<file path="src/rtl/fft_pkg.sv">
// Shared types and the index permutation used by the streaming FFT reorder buffer.
package fft_pkg;

  typedef enum logic [2:0] {
    MODE_BITREV = 3'd0,
    MODE_IDENT  = 3'd7
  } perm_mode_e;

  localparam int unsigned CPLX_DW = 16;

  typedef struct packed {
    logic [CPLX_DW-1:0] im;
    logic [CPLX_DW-1:0] re;
  } cplx_t;

  // Indices are carried at the maximum width (N <= 256); only the low log2n bits are meaningful.
  function automatic logic [7:0] perm_idx(input logic [7:0]  i,
                                          input int unsigned mode,
                                          input int unsigned log2n);
    logic [7:0] r;
    r = i;
    if (mode == 32'(MODE_BITREV)) begin
      r = '0;
      for (int unsigned b = 0; b < 8; b++) begin
        if (b < log2n) r[3'(b)] = i[3'(log2n - 1 - b)];
      end
    end else if (mode < log2n) begin
      r[0]        = i[3'(mode)];
      r[3'(mode)] = i[0];
    end
    return r;
  endfunction

endpackage

</file>
<file path="src/rtl/fft_perm_bank.sv">
// One N-entry sample bank: synchronous write port, combinational read port, no reset.
module fft_perm_bank #(
  parameter int unsigned N  = 32,
  parameter int unsigned W  = 32,
  localparam int unsigned AW = $clog2(N)
) (
  input  logic          i_clk,
  input  logic          i_we,
  input  logic [AW-1:0] i_waddr,
  input  logic [W-1:0]  i_wdata,
  input  logic [AW-1:0] i_raddr,
  output logic [W-1:0]  o_rdata
);

  logic [W-1:0] r_mem [N];

  always_ff @(posedge i_clk) begin
    if (i_we) r_mem[i_waddr] <= i_wdata;
  end

  assign o_rdata = r_mem[i_raddr];

endmodule

</file>
<file path="src/rtl/fft_perm_stream.sv">
// Streaming ping-pong frame buffer emitting each N-point frame in a per-frame permuted order.
// Optional framing check enabled by FFT_PERM_STREAM_FRAME_CHECK_EN (adds s_last / frame_err).
module fft_perm_stream
  import fft_pkg::*;
#(
  parameter int unsigned N  = 32,
  parameter int unsigned DW = 16,
  parameter int unsigned MW = 3
) (
  input  logic            clk,
  input  logic            rst_n,
  input  logic            s_valid,
  output logic            s_ready,
  input  logic [2*DW-1:0] s_data,
  input  logic [MW-1:0]   s_mode,
  output logic            m_valid,
  input  logic            m_ready,
  output logic [2*DW-1:0] m_data,
  output logic            m_last,
  output logic [MW-1:0]   m_mode
`ifdef FFT_PERM_STREAM_FRAME_CHECK_EN
  ,
  input  logic            s_last,
  output logic            frame_err
`endif
);

  localparam int unsigned LOG2N = $clog2(N);
  localparam int unsigned SW    = 2 * DW;

  logic [LOG2N-1:0] r_wcnt, r_rcnt;
  logic             r_wb, r_rb;
  logic [1:0]       r_full;
  logic [MW-1:0]    r_mode [2];
  logic             r_m_valid, r_m_last;
  logic [SW-1:0]    r_m_data;
  logic [MW-1:0]    r_m_mode;

  logic             w_acc, w_load, w_wlast, w_rlast;
  logic [1:0]       w_full_d;
  logic [MW-1:0]    w_rmode;
  logic [7:0]       w_perm_full;
  logic [LOG2N-1:0] w_raddr;
  logic [SW-1:0]    w_rdata [2];

  assign s_ready = rst_n & ~r_full[r_wb];
  assign w_acc   = s_valid & s_ready;
  assign w_wlast = (r_wcnt == LOG2N'(N - 1));
  assign w_rlast = (r_rcnt == LOG2N'(N - 1));
  assign w_load  = r_full[r_rb] & (~r_m_valid | m_ready);

  assign w_rmode     = r_mode[r_rb];
  assign w_perm_full = perm_idx(8'(r_rcnt), 32'(w_rmode), LOG2N);
  assign w_raddr     = w_perm_full[LOG2N-1:0];

  if (LOG2N < 8) begin : g_perm_hi
    logic unused_perm_hi;
    assign unused_perm_hi = ^w_perm_full[7:LOG2N];
  end

  for (genvar b = 0; b < 2; b++) begin : g_bank
    fft_perm_bank #(
      .N (N),
      .W (SW)
    ) u_bank (
      .i_clk   (clk),
      .i_we    (w_acc && (r_wb == 1'(b))),
      .i_waddr (r_wcnt),
      .i_wdata (s_data),
      .i_raddr (w_raddr),
      .o_rdata (w_rdata[b])
    );
  end

  // Writer only targets an empty bank and reader only a full one, so set/clear never collide.
  always_comb begin
    w_full_d = r_full;
    if (w_acc && w_wlast) w_full_d[r_wb] = 1'b1;
    if (w_load && w_rlast) w_full_d[r_rb] = 1'b0;
  end

  always_ff @(posedge clk) begin
    if (!rst_n) begin
      r_wcnt    <= '0;
      r_rcnt    <= '0;
      r_wb      <= 1'b0;
      r_rb      <= 1'b0;
      r_full    <= '0;
      r_mode[0] <= '0;
      r_mode[1] <= '0;
      r_m_valid <= 1'b0;
      r_m_last  <= 1'b0;
      r_m_data  <= '0;
      r_m_mode  <= '0;
    end else begin
      r_full <= w_full_d;
      if (w_acc) begin
        r_wcnt <= r_wcnt + 1'b1;
        if (r_wcnt == '0) r_mode[r_wb] <= s_mode;
        if (w_wlast) r_wb <= ~r_wb;
      end
      if (w_load) begin
        r_m_valid <= 1'b1;
        r_m_data  <= w_rdata[r_rb];
        r_m_mode  <= w_rmode;
        r_m_last  <= w_rlast;
        r_rcnt    <= r_rcnt + 1'b1;
        if (w_rlast) r_rb <= ~r_rb;
      end else if (m_ready) begin
        r_m_valid <= 1'b0;
      end
    end
  end

  assign m_valid = r_m_valid;
  assign m_data  = r_m_data;
  assign m_last  = r_m_last;
  assign m_mode  = r_m_mode;

`ifdef FFT_PERM_STREAM_FRAME_CHECK_EN
  logic r_frame_err;

  // s_last is advisory: it only flags disagreement with the counter-derived frame boundary.
  always_ff @(posedge clk) begin
    if (!rst_n) begin
      r_frame_err <= 1'b0;
    end else if (w_acc && (s_last != w_wlast)) begin
      r_frame_err <= 1'b1;
    end
  end

  assign frame_err = r_frame_err;
`endif

endmodule

</file>
<file path="config.mk">
export PLATFORM = sky130hd
export DESIGN_NAME = fft_perm_stream
export DESIGN_NICKNAME = d
export VERILOG_FILES = /design/src/rtl/fft_pkg.sv /design/src/rtl/fft_perm_bank.sv /design/src/rtl/fft_perm_stream.sv
export SDC_FILE = /design/constraint.sdc
export NUM_CORES = 2
export LEC_CHECK = 0
export BUFFER_PORTS_ARGS = -buffer_cell sky130_fd_sc_hd__buf_2
export CAP_MARGIN = 40
export CORE_MARGIN = 2
export CORE_UTILIZATION = 60
export DETAILED_ROUTE_END_ITERATION = 8
export PLACE_DENSITY = 0.84
export SLEW_MARGIN = 20
export SYNTH_ARGS = -nofsm -noshare
export SYNTH_HDL_FRONTEND = slang
export SYNTH_HIERARCHICAL = 1
export SYNTH_SLANG_ARGS = --single-unit
export TNS_END_PERCENT = 100
</file>
<file path="constraint.sdc">
create_clock -name clk -period 4.37 [get_ports clk]
set_input_delay 1.311 -clock clk [delete_from_list [all_inputs] [get_ports clk]]
set_output_delay 1.311 -clock clk [all_outputs]
set_load 0.1 [all_outputs]
</file>
# Yosys cells after proc, flatten, opt, wreduce, memory -nomap -nowiden
# Memories as Yosys holds them, arrays and structs flattened. A register that Yosys moved wholly into a read port is not among the register bits.
# Index checks and enable logic that the tools add are counted.
# Widths: inputs -> output; s select.
totals:
  ff_bits: 51
  ramBits: 2054
  input_bits: 39
  output_inout_bits: 38
  wordCells: 85
  memories: 3
classes:
  addsub: 2
  order_cmp: 8
  eq_ne: 2
  mux: 36
  bitwise: 12
  reduce_logical: 13
memory_table:
  columns: ["memory", "words", "width", "read_ports", "rd_clocked_by_memory_dff", "write_ports", "line_no", "source"]
  rows:
  - ["g_bank[0].u_bank.r_mem", 32, 32, 1, 0, 1, "fft_perm_bank.sv:15", "logic [W-1:0] r_mem [N];"]
  - ["g_bank[1].u_bank.r_mem", 32, 32, 1, 0, 1, "fft_perm_bank.sv:15", null]
  - ["r_mode", 2, 3, 1, 1, 2, "fft_perm_stream.sv:34", "logic [MW-1:0] r_mode [2];"]
op_table:
  columns: ["operator", "count"]
  rows:
  - ["$mux 32", 3]
  - ["$mux 1", 23]
  - ["$add 5x1->5 const B", 2]
  - ["$eq 5x5->1 const B", 2]
  - ["$mux 5", 2]
  - ["$bwmux 8", 1]
  - ["$logic_and 1x1->1", 7]
  - ["$logic_not 5->1", 1]
  - ["$lt 1x2->1 const B", 2]
  - ["$lt 3x4->1 const B", 1]
  - ["$mux 2", 2]
  - ["$not 1->1", 4]
  - ["$reduce_and 2->1", 2]
  - ["$and 1x1->1", 3]
  - ["$bmux 1 s3", 1]
  - ["$demux 1 s3", 1]
  - ["$ge 3x1->1 const B", 1]
  - ["$logic_not 3->1", 1]
  - ["$lt 3x3->1 const B", 1]
  - ["$mux 3", 1]
  - ["$reduce_or 3->1", 1]
  - ["$and 2x2->2", 1]
  - ["$demux 1 s1", 2]
  - ["$ge 1x1->1 const B", 2]
  - ["other kinds (6)", 6]

# Longest topological paths before layout
# An unclocked memory read counts as a cell.
depth:
  ltp_word: 11
  mapped_depth: 15
  mapped_depth_nobuf: 12

# Cells and area by module
# The synthesis kept the hierarchy.
by_module_without_submodules:
  columns: ["mod", "instances", "cells_each", "area_each_um2", "seq_area_each_um2"]
  rows:
  - ["fft_perm_bank", 2, 2228, 39844.5, 30749.5]
  - ["fft_perm_stream", 1, 272, 2829.0, 1221.2]

# Least setup slack after synthesis
# No wires, ideal clock.
synth_path:
  path_kind: "input to register"
  start: "in rst_n"
  end: "mem g_bank[0].u_bank.r_mem[28][0], enable pin"
  setup_time_ns: 0.421
  arrival_time_ns: 3.618
  t_required_ns: 3.949
  path_slack_ns: 0.331
  path_stages: 4
  n_path_buf: 1
  cell_sequence: "and4bb_2 > or3b_2 > clkbuf_1 > nor2_1"
synth_between:
  elab_chain_len: 5
synth_lines:
  columns: ["element", "line_no", "source"]
  rows:
  - ["start, declared", "fft_perm_stream.sv:11", "input logic rst_n,"]
  - ["$and 1x1->1", "fft_perm_stream.sv:46", "assign s_ready = rst_n & ~r_full[r_wb];"]
  - ["$and 1x1->1", "fft_perm_stream.sv:47", "assign w_acc = s_valid & s_ready;"]
  - ["$logic_and 1x1->1", "fft_perm_stream.sv:67", ".i_we (w_acc && (r_wb == 1'(b))),"]
  - ["$mux 1", "fft_perm_bank.sv:18", "if (i_we) r_mem[i_waddr] <= i_wdata;"]
  - ["$mux 1 (implied by the code)", "fft_perm_bank.sv:18", null]
  - ["end, declared", "fft_perm_bank.sv:15", null]
# Every way passes these cells.

==> results summary <==
The flow ran to the end, and the final reports show no timing, DRC or antenna violations. The area after detailed placement is 86900 um2. The smallest hold slack came out at 0.513 ns. Clock latency on the worst-skew pair, taken at its later pin, is 0.82 ns. STA classifies the critical path startpoint as a flop. The slew at the pin closest to its max-slew limit is 0.917 ns.

The total of endpoints with negative setup slack in the final report is 0. The number of distinct library cells after synthesis is 44. Power spread over the standard cell area amounts to 435 nW/um2. The via-per-instance ratio came out at 6.78. In this run the core area contains 136 standard-cell rows.

The wire length per cell is 31.4 um. The total number of clock tree sinks came out at 2106. After clock tree synthesis, the clock-pin slew on the worst setup and hold paths is 0.07 ns. The sum of routed wire length over all layers came out at 218 mm. The final period demand of the worst path is 4.36 ns. Of all nets on the critical path, the largest fanout is 75.

The total leakage power came out at 28.6 nW. The max-slew violation total from the final report came out at 0. The share of synthesized area spent on multiplexers came out at 0.130. The number of flops mapped to enable cells by yosys is 2054.

The number of levels the H-tree was split into came out at 4. The layout-stage area growth over the synthesis result came out at 12.9%. In this run the vertical extent of the chip is 375 um. In the final layout, the share of cells above drive strength 1 is 0.133. The starting density of the core came out at 0.602. The weighted congestion reported at the end of routability-driven placement is 0.857. The finished layout cell area came out at 93200 um2. The worst setup path is captured at a flop. The largest net degree at the start of global routing is 109. The share of the core filled with cells came out at 0.680. The total count of hold-check failures in the final report came out at 0. The post-layout net count came out at 5005.

The final clock period utilization by the worst path is 0.997. Across the VDD grid, the largest voltage drop is 0.000309 V. After synthesis the netlist holds a flip-flop and latch count of 2106. Measured against its own limit, the worst slew margin works out to 0.389. In the synthesized netlist the async set-or-reset flop fraction comes to 0. The worst hold path belongs to the class reg2reg.

The aggregate negative setup slack came out at 0 ns. Of the total synthesized cell area, the portion taken by XOR and XNOR cells is 0.000637. The detailed-route DRC error count came out at 0.

The post-placement cell count came out at 6561. The commonest register cell after synthesis is sky130_fd_sc_hd__edfxtp_1. The overall die area is 141000 um2.

The adder and majority gate portion of the synthesized area came out at 0.000758. The overall power after layout came out at 40.6 mW. The area of the mapped netlist is 82500 um2. The non-filler instance count after layout is 6920. The post-detailed-placement half-perimeter wirelength is 122 mm. By area, the combinational part of the netlist is dominated by multiplexers. The count of pins on the block boundary is 77. The final worst clock skew is 0.0236 ns.

The global-route wire length before repair came out at 309 mm. The compound-cell area share of the yosys netlist is 0.0532. In this run the clock root is driven by a sky130_fd_sc_hd__clkbuf_16. The top achievable clock speed came out at 0.229 GHz. The slack of the critical path is 0.0117 ns. After synthesis, the mean cell area works out to 17.5 um2.

Leaving out fill and tap cells, the most frequent cell in the layout is sky130_fd_sc_hd__edfxtp_1. The first routing iteration left 7816 violations. The number of buffers on the longest clock path is 3. The layout filler cell count came out at 7947. The routed layout has 46900 vias. The number of antenna violations at the first check in global routing is 32. Of the synthesized area, sequential elements account for 0.760. TritonCTS built the clock tree. Summed over all layers, the global routing overflow is 0. The cts-stage hold buffer count came out at 0. In the layout the commonest cells are sky130_fd_sc_hd__edfxtp_1 (2054), sky130_fd_sc_hd__mux2i_1 (1065), sky130_fd_sc_hd__nand2_1 (244), sky130_fd_sc_hd__nand3_1 (200), sky130_fd_sc_hd__clkbuf_16 (196). Timing analysis after detailed placement gives a worst setup slack of 0.0927 ns. The synthesized-area fraction occupied by and/or/nand/nor cells is 0.0353.

The number of buffers inserted by port buffering came out at 76. The number of nets produced by synthesis is 4772. STA puts the critical path data arrival time at 5.07 ns. The kind of critical path is reg2reg. The TritonCTS buffer count came out at 186.

The post-synthesis instance total came out at 4728. The count of yosys warnings during synthesis came out at 6. The max-capacitance violation count is 0. From left edge to right edge, the die measures 375 um. The count of antenna-violating nets left after detailed routing is 0. The combined global-route utilization of all metal layers came out at 0.304. The required time of the critical path came out at 5.08 ns. The via count of the first global-routing pass is 46300.

The number of detailed-route iterations in the first pass came out at 8. The core region area is 137000 um2.
-- routing by layer --
| metal | vias to the layer above | track usage | wire, um |
|---|---|---|---|
| met5 | - | 0 | 215 |
| met1 | 23400 | 0.402 | 75200 |
| met4 | 32 | 0.137 | 10200 |
| met3 | 534 | 0.0886 | 31100 |
| li1 | 19200 | - | - |
| met2 | 3732 | 0.471 | 101000 |
-- worst max-delay path, stage by stage, from the launching register on --
cell	delay [ns]
sky130_fd_sc_hd__dfxtp_1	0.44
sky130_fd_sc_hd__mux2i_4	0.40
sky130_fd_sc_hd__nand2_1	0.17
sky130_fd_sc_hd__mux2i_1	0.18
sky130_fd_sc_hd__o21ai_4	0.24
sky130_fd_sc_hd__buf_12	0.20
sky130_fd_sc_hd__buf_16	0.34
sky130_fd_sc_hd__buf_4	0.36
sky130_fd_sc_hd__mux2i_1	0.28
sky130_fd_sc_hd__a22o_1	0.19
sky130_fd_sc_hd__nor3_1	0.05
sky130_fd_sc_hd__a31oi_1	0.39
sky130_fd_sc_hd__nand3_2	0.31
sky130_fd_sc_hd__mux2i_1	0.27
sky130_fd_sc_hd__nand2_1	0.08
sky130_fd_sc_hd__o211a_1	0.17
-- area by class of cell --
class	count	area (um2)	share of cell area
antenna	7	17.5	0.000188
clock buffer	255	5270	0.0565
clock inverter	91	880	0.00944
inverter	2	7.51	0.0000805
multi-input combinational	2347	18700	0.201
sequential	2106	62700	0.673
tap	1794	2240	0.0241
timing repair buffer	318	3340	0.0359
-- registers in the layout, summed over array words and instances (netlist names), named ones only --
register             count
g_bank.u_bank/r_mem   2048
r_wb                     1
r_full                   2
m_mode                   3
r_wcnt                   5
r_mode                   6
m_data                  32
r_rcnt                   5
m_valid                  1
r_rb                     1
m_last                   1
-- synth_stat cells, types with 2 or more instances --
master	count	area [um2]
sky130_fd_sc_hd__a22o_1	128	1120
sky130_fd_sc_hd__and3_1	10	62.6
sky130_fd_sc_hd__buf_6	37	417
sky130_fd_sc_hd__a21oi_1	195	976
sky130_fd_sc_hd__clkbuf_1	100	375
sky130_fd_sc_hd__a21boi_0	4	30.0
sky130_fd_sc_hd__nor3_1	65	325
sky130_fd_sc_hd__a31oi_1	67	419
sky130_fd_sc_hd__or3b_2	6	52.6
sky130_fd_sc_hd__xnor2_1	4	35.0
sky130_fd_sc_hd__ha_1	5	62.6
sky130_fd_sc_hd__and2_1	10	62.6
sky130_fd_sc_hd__or2_2	2	12.5
sky130_fd_sc_hd__nand3b_1	11	82.6
sky130_fd_sc_hd__inv_1	2	7.51
sky130_fd_sc_hd__nor2_1	69	259
sky130_fd_sc_hd__and2b_1	2	15.0
sky130_fd_sc_hd__clkbuf_4	4	30.0
sky130_fd_sc_hd__a22oi_1	192	1440
sky130_fd_sc_hd__o21ai_0	4	20.0
sky130_fd_sc_hd__nor2b_1	5	31.3
sky130_fd_sc_hd__o211a_1	35	350
sky130_fd_sc_hd__mux2_2	3	33.8
sky130_fd_sc_hd__or3_1	2	12.5
sky130_fd_sc_hd__dfxtp_1	52	1040
sky130_fd_sc_hd__buf_4	67	503
sky130_fd_sc_hd__nand3_1	201	1010
sky130_fd_sc_hd__nand2_1	244	916
sky130_fd_sc_hd__nand2b_1	6	37.5
sky130_fd_sc_hd__xor2_1	2	17.5
sky130_fd_sc_hd__buf_2	55	275
sky130_fd_sc_hd__edfxtp_1	2054	61700
sky130_fd_sc_hd__mux2i_1	1065	10700
sky130_fd_sc_hd__buf_1	10	37.5
-- where the power goes --
part	internal [mW]	switching (mW)	leakage, nW
combinational	0.486	1.44	6.68
clock	9.37	7.08	3.01
sequential	22.2	0.0123	18.9
total	32.0	8.54	28.6
-- repair_timing --
| action | in CTS | in global routing |
|---|---|---|
| buffers inserted | 0 | 0 |
| cloned | 0 | 1 |
| endpoints found under the setup margin | 2 | 8 |
| gates resized for setup | 3 | 3 |
| pin swaps | 0 | 0 |
-- kinds of logic after synthesis --
family | Yosys count
buf+inv | 275
mux | 1070
fa+ha+maj | 5
simple gates | 637
flops | 2106
xor+xnor | 6
compound gates | 629
-- path summary, 6_finish.rpt --
kind,start,end,slack [ns],depth (start not counted)
worst max register to register,flop,m_data[4],0.01,15
worst min-delay path,m_data[12],m_data[12],0.51,1
worst max-delay path,flop,m_data[4],0.01,15
worst min register to register,m_data[12],m_data[12],0.51,1
No activity file was read; power rests on OpenSTA's default activity.
